===== config.mk =====
export PLATFORM = sky130hd
export DESIGN_NAME = sub_layer_folded
export DESIGN_NICKNAME = d
export VERILOG_FILES = /design/src/rtl/ascon_pkg.sv /design/src/rtl/sbox.sv /design/src/rtl/sub_layer_folded.sv
export SDC_FILE = /design/constraint.sdc
export NUM_CORES = 1
export LEC_CHECK = 0
export BUFFER_PORTS_ARGS = -buffer_cell sky130_fd_sc_hd__buf_2
export CORE_MARGIN = 4
export CORE_UTILIZATION = 35
export DETAILED_ROUTE_END_ITERATION = 8
export GPL_ROUTABILITY_DRIVEN = 0
export GPL_TIMING_DRIVEN = 0
export PLACE_DENSITY_LB_ADDON = 0.2
export SLEW_MARGIN = 5
export SYNTH_ARGS = -nofsm -noshare
export SYNTH_HDL_FRONTEND = slang
export SYNTH_HIERARCHICAL = 1
export SYNTH_SLANG_ARGS = --single-unit

===== constraint.sdc =====
create_clock -name clock -period 4.65 [get_ports clock]
set_input_delay 1.1625 -clock clock [delete_from_list [all_inputs] [get_ports clock]]
set_output_delay 1.1625 -clock clock [all_outputs]
set_load 0.05 [all_outputs]

===== src/rtl/ascon_pkg.sv =====
// Shared Ascon permutation types: the 5x64 state and the folded substitution FSM.
package ascon_pkg;

  localparam int ASCON_NUM_COLUMNS = 64;

  // Row r, column j is state[r][j]; row 0 is the MSB of each S-box input.
  typedef logic [4:0][ASCON_NUM_COLUMNS-1:0] t_state_array;

  typedef enum logic [1:0] {
    IDLE = 2'd0,
    BUSY = 2'd1,
    DONE = 2'd2
  } t_sub_fsm;

endpackage


===== src/rtl/sbox.sv =====
// Ascon 5-bit S-box, bitsliced form; i_x[4] is x0 (row 0), i_x[0] is x4 (row 4).
module sbox (
  input  logic [4:0] i_x,
  output logic [4:0] o_y
);

  logic x0, x1, x2, x3, x4;
  logic t0, t1, t2, t3, t4;

  // Keccak-style chi sandwiched between the Ascon affine input/output layers
  always_comb begin
    x0 = i_x[4];
    x1 = i_x[3];
    x2 = i_x[2];
    x3 = i_x[1];
    x4 = i_x[0];
    x0 = x0 ^ x4;
    x4 = x4 ^ x3;
    x2 = x2 ^ x1;
    t0 = ~x0 & x1;
    t1 = ~x1 & x2;
    t2 = ~x2 & x3;
    t3 = ~x3 & x4;
    t4 = ~x4 & x0;
    x0 = x0 ^ t1;
    x1 = x1 ^ t2;
    x2 = x2 ^ t3;
    x3 = x3 ^ t4;
    x4 = x4 ^ t0;
    x1 = x1 ^ x0;
    x0 = x0 ^ x4;
    x3 = x3 ^ x2;
    x2 = ~x2;
    o_y = {x0, x1, x2, x3, x4};
  end

endmodule


===== src/rtl/sub_layer_folded.sv =====
// Folded Ascon substitution layer: SBOXES_PER_CYCLE columns per clock over
// NUM_SBOXES/SBOXES_PER_CYCLE passes, valid/ready on both sides.
module sub_layer_folded
  import ascon_pkg::*;
#(
  parameter int NUM_SBOXES       = ASCON_NUM_COLUMNS,
  parameter int SBOXES_PER_CYCLE = 16
) (
  input  logic         clock,
  input  logic         reset_n,
  input  logic         i_valid,
  output logic         o_ready,
  input  t_state_array i_state,
  output logic         o_valid,
  input  logic         i_ready,
  output t_state_array o_state
);

  localparam int N     = NUM_SBOXES / SBOXES_PER_CYCLE;
  localparam int CNT_W = (N > 1) ? $clog2(N) : 1;
  localparam int COL_W = $clog2(NUM_SBOXES);

  if (NUM_SBOXES % SBOXES_PER_CYCLE != 0) begin : g_bad_fold
    $error("SBOXES_PER_CYCLE must divide NUM_SBOXES");
  end
  if (NUM_SBOXES != ASCON_NUM_COLUMNS) begin : g_bad_width
    $error("NUM_SBOXES must equal the state column count");
  end
  if (SBOXES_PER_CYCLE < 1 || SBOXES_PER_CYCLE > NUM_SBOXES) begin : g_bad_range
    $error("SBOXES_PER_CYCLE out of range");
  end

  t_sub_fsm         state_q, state_d;
  logic [CNT_W-1:0] cnt_q, cnt_d;
  t_state_array     work_q, work_d;
  logic             valid_q, valid_d;

  logic [4:0] sb_in  [SBOXES_PER_CYCLE];
  logic [4:0] sb_out [SBOXES_PER_CYCLE];

  // Column handled by S-box k during pass c
  function automatic logic [COL_W-1:0] col_of(input logic [CNT_W-1:0] c, input int k);
    return COL_W'(int'(c) * SBOXES_PER_CYCLE + k);
  endfunction

  // Chunk-select mux: gather the current pass's columns into S-box inputs
  always_comb begin
    for (int k = 0; k < SBOXES_PER_CYCLE; k++) begin
      sb_in[k] = {work_q[0][col_of(cnt_q, k)], work_q[1][col_of(cnt_q, k)],
                  work_q[2][col_of(cnt_q, k)], work_q[3][col_of(cnt_q, k)],
                  work_q[4][col_of(cnt_q, k)]};
    end
  end

  for (genvar k = 0; k < SBOXES_PER_CYCLE; k++) begin : g_sbox
    sbox u_sbox (
      .i_x (sb_in[k]),
      .o_y (sb_out[k])
    );
  end

  // Handshake FSM, pass counter and in-place write-back of substituted columns
  always_comb begin
    state_d = state_q;
    cnt_d   = cnt_q;
    work_d  = work_q;
    o_ready = 1'b0;
    unique case (state_q)
      IDLE: begin
        o_ready = 1'b1;
        if (i_valid) begin
          work_d  = i_state;
          cnt_d   = '0;
          state_d = BUSY;
        end
      end
      BUSY: begin
        for (int k = 0; k < SBOXES_PER_CYCLE; k++) begin
          work_d[0][col_of(cnt_q, k)] = sb_out[k][4];
          work_d[1][col_of(cnt_q, k)] = sb_out[k][3];
          work_d[2][col_of(cnt_q, k)] = sb_out[k][2];
          work_d[3][col_of(cnt_q, k)] = sb_out[k][1];
          work_d[4][col_of(cnt_q, k)] = sb_out[k][0];
        end
        cnt_d = cnt_q + CNT_W'(1);
        if (cnt_q == CNT_W'(N - 1)) begin
          state_d = DONE;
        end
      end
      DONE: begin
        // Result is held until taken; a new state may enter on the same edge
        o_ready = i_ready;
        if (i_ready) begin
          if (i_valid) begin
            work_d  = i_state;
            cnt_d   = '0;
            state_d = BUSY;
          end else begin
            state_d = IDLE;
          end
        end
      end
      default: state_d = IDLE;
    endcase
    valid_d = (state_d == DONE);
  end

  // State, counter, working state and output-valid registers
  always_ff @(posedge clock or negedge reset_n) begin
    if (!reset_n) begin
      state_q <= IDLE;
      cnt_q   <= '0;
      work_q  <= '0;
      valid_q <= 1'b0;
    end else begin
      state_q <= state_d;
      cnt_q   <= cnt_d;
      work_q  <= work_d;
      valid_q <= valid_d;
    end
  end

  assign o_valid = valid_q;
  assign o_state = work_q;

endmodule


### Word level (Yosys, flattened, before mapping)

Index checks and enable logic that the tools add are counted.

* input bits: 324
* bits in read-only memories: 0
* latch bits: 0
* word-level logic and storage cells: 716
* memories kept: 0
* register bits: 325
* bits in writable memories: 0
* output and inout port bits: 322

* add/subtract/negate cells: 16
* shifts and indexed selects: 0
* mux-type cells: 284
* reduce and logical (&&, ||, !) cells: 19
* order comparisons: 32
* multipliers: 0
* div/mod/pow operators: 0
* eq/ne operators: 5
* bitwise operators: 352

Operators with widths (number)
* $bwmux W64: 80
* $pmux W320 S3: 1
* $mux W320: 2
* $bmux W1 S6: 75
* $xor A1 B1 Y1: 176
* $lt A6 B7 Y1 const B: 16
* $mux W1: 97
* $ge A6 B1 Y1 const B: 16
* $not A1 Y1: 96
* $demux W1 S6: 15
* $and A1 B1 Y1: 80
* $add A6 B4 Y6 const B: 8
* $add A6 B3 Y6 const B: 4
* $logic_and A1 B1 Y1: 16
* $add A6 B2 Y6 const B: 2
* $pmux W2 S3: 2
* $bmux W1 S2: 5
* $mux W2: 5
* $add A6 B1 Y6 const B: 1
* $eq A2 B2 Y1 const B: 3
* $reduce_bool A3 Y1: 1
* $add A2 B1 Y2 const B: 1
* $demux W1 S2: 1
* $eq A2 B1 Y1 const B: 1
* other kinds (4): 4

### Longest topological paths before layout

* word-level depth: 24
* gate-level depth with buffers: 11
* gate-level depth less buffers: 8

### Cells and area by module

The synthesis kept the hierarchy.

Modules (own cells, without submodules)
* sub_layer_folded: area each 20394.6 µm², sequential area each 8132.8 µm², cells an instance 1840, instances 1
* sbox: area each 170.2 µm², sequential area each 0.0 µm², cells an instance 23, instances 16

### Least setup slack after synthesis

Ideal clock, no wire load.

* kind: input to output
* from: input port i_ready
* to: output port o_ready
* data arrival time: 2.001 ns
* buffers on the path: 0
* data required time: 3.488 ns
* stages on the path: 2
* slack: 1.486 ns
* cell sequence: inv_1 a21oi_1

* longest elaborated chain between the ends: 1

RTL lines
* start, declared: RTL line sub_layer_folded.sv:15 `input logic i_ready,`
* $pmux W1 S2: RTL line sub_layer_folded.sv:68 `unique case (state_q)`
* end, declared: RTL line sub_layer_folded.sv:12 `output logic o_ready,`

Every way passes these cells.

==> summary.md <==
| Metric | Value |
|---|---|
| Grt total ovfl | 0 |
| Max FO, Critical Path | 10 |
| Final worst-path cycle share | 84.9% |
| Hold/Removal Path Class | primary input to asynchronous set/reset pin |
| CTS Buf Count | 42 |
| Row cnt | between 90 and 100 |
| Initial drt markers | 1601 |
| Root Buffer | clkbuf_16 |
| Seq cells post-synth | 325 |
| Fin nets | 3259 |
| Setup-failing EPs final | 0 |
| Max-cap viol count | 0 |
| Number of global-route vias before repair | between 20000 and 25000 |
| Min Hold Slack | roughly 0.50 ns |
| First-pass GRT wire length | approximately 150 mm |
| RSZ-0062 raised after global routing | no |
| WS Path Type | flop to flop |
| Seq/Total Area, Yosys | 35.2% |
| Resize count post-CTS | 0 |
| Netlist cell types | 27 |
| Share of cells above drive strength 1 | between 40% and 50% |
| Final hold violations | 0 |
| Top Ports | 646 |
| DRT met1 WL | about 45 mm |
| DR vias | 19600 |
| Syn. warnings | 6 |
| Critical Path End Type | flop |
| WL per Instance | just under 30 µm |
| Max Used Layer | met5 |
| Synth async-reset ratio | 100% |
| Area delta synth->final | 25.1% |
| Startpoint types | flop |
| Required @ worst endpoint | 5.09 ns |
| Die width | 265 µm |
| Antenna violations before repair | 3 |
| Clock Path Buffers | 3 |
| HPWL after DPL | 86.1 mm |
| Min Tclk post-route | between 3 and 4 ns |
| Routed wire length | ~110 mm |
| Outcome | finished, final reports clean |
| Clk sinks | 325 |
| GRT Total Usage | a little under a third |
| Drt drc | 0 |
| H-tree Lvls | 2 |
| Port bufs | 644 |
| Worst Path Arrival | 4.39 ns |
| Die area | 70200 µm² |
| Buffers inserted by post-CTS timing repair | 0 |
| Worst Tran Pin Value | about 1.3 ns |
| Clk_lat worst skew | 0.57 ns |
| Antenna Violating Nets Remaining | 0 |
| Synthesized area | 23100 µm² |
| EDFF count, synth | 0 |
| Largest net degree at the start of global routing | ~100 |
| Post-Synthesis Cells | 2208 |
| Worst Skew | 0.0187 ns |
| Rel. slew slack | a little over an eighth |
| Hold Buf Count CTS | 0 |
| Syn_nets | 2568 |
| Core area | 64900 µm² |
| Commonest non-fill, non-tap cells in the layout | buf_2, inv_1, nand2_1 |
| Routed wl met3 | 8.22 mm |
| Die Ht | roughly 270 µm |
| CTS tree | built |
| 1st-pass router iterations | 8 |
| Max Slew Vio Count | 0 |
| Top_reg_cell synth | dfrtp_1 |
| Post-Syn Area per Cell | 10.5 µm² |
| FMAX | 253 MHz |
| Clock Pin Slew Worst Setup and Hold Paths | ~0.06 ns |
| Most common cell after layout, fill and taps aside | buf_2 |
| Starting Density | 35.6% |
| Met2 Routed Length | between 50 and 60 mm |
| Vias per inst | 5.17 |
-- state kept, by name, indices dropped and copies added, names as in the netlist --
register and count:
cnt_q 2, o_state 320, o_valid 1, state_q 2
-- layer usage --
layer | global-route usage (%) | vias to the layer above
li1 | - | 8547
met1 | 38.9 | 10100
met2 | 52.2 | 855
met3 | 7.30 | 127
met4 | 7.25 | 2
met5 | 0 | -
-- stage by stage --
| step | setup TNS, ns | area, µm² | util [%] | instances | setup WS [ns] |
|---|---|---|---|---|---|
| 3_5_place_dp | 0 | 27500 | 42.4 | 3710 | 0.500 |
| 2_1_floorplan | 0 | 23100 | - | 2208 | 1.49 |
| 3_3_place_gp | -1434.32 | 27400 | 42.2 | 3707 | -4.48 |
| 5_1_grt | 0 | 28900 | 44.5 | 3786 | 0.458 |
| 6_report | 0 | 28900 | 44.5 | 3788 | 0.701 |
| 4_1_cts | 0 | 28900 | 44.5 | 3786 | 0.354 |
-- Yosys cell counts (all sizes together), types with 2 or more instances --
master  instances  area, µm²
inv           371       1390
nand2         338       1270
dfrtp         325       8130
mux2i         325       3250
mux2          320       3640
buf           161       1390
mux4           80       1800
xnor2          80        701
xor2           48        420
clkbuf         44        166
ha             36        450
nor2           33        124
o21ai          21        143
maj3           16        160
nand2b          3       18.8
a21oi           2       10.0
o22ai           2       12.5
-- critical path, stage by stage, from the launching register on --
cell and delay (ns):
dfrtp_1 0.38, buf_2 0.23, buf_2 0.67, mux4_2 0.74, ha_1 0.35, xor2_1 0.59, xnor2_1 0.21, buf_4 0.19
nand2_1 0.06, mux2i_1 0.09, mux2_2 0.27
-- path summary, 6_finish.rpt --
| path | start | end | slack, ns | depth (start not counted) |
|---|---|---|---|---|
| setup / recovery | cnt_q[0] | o_state[220] | 0.70 | 10 |
| hold / removal | reset_n | o_state[284] | 0.50 | 1 |
| min in group clock | o_state[151] | o_state[151] | 0.52 | 1 |
| max in group asynchronous | reset_n | o_state[112] | 2.77 | 3 |
| setup reg to reg | cnt_q[0] | o_state[220] | 0.70 | 10 |
| hold reg to reg | o_state[151] | o_state[151] | 0.52 | 1 |
-- final cells by class --
class,instances,area [µm²]
flip-flops and latches,325,8130
inverters,371,1390
multi-input cells,1307,12000
diodes,2,5.00
repair buffers,647,3320
fillers,6382,36000
plain buffers,205,1560
clock inverters,7,135
clock buffers,69,1260
well taps,855,1070
-- kinds of logic after synthesis --
| kind of cell | after synthesis | share of synthesized area, % |
|---|---|---|
| AOI/OAI and AO/OA | 26 | 0.752 |
| buffers and inverters | 576 | 12.7 |
| muxes | 725 | 37.6 |
| adders and majority gates | 52 | 2.64 |
| DFF | 325 | 35.2 |
| xor gates and xnor gates | 128 | 4.85 |
| and+or+nand+nor | 376 | 6.22 |
Power is not shown: default switching activity piles up to over one toggle a cycle in this logic, so the estimate is an artifact.
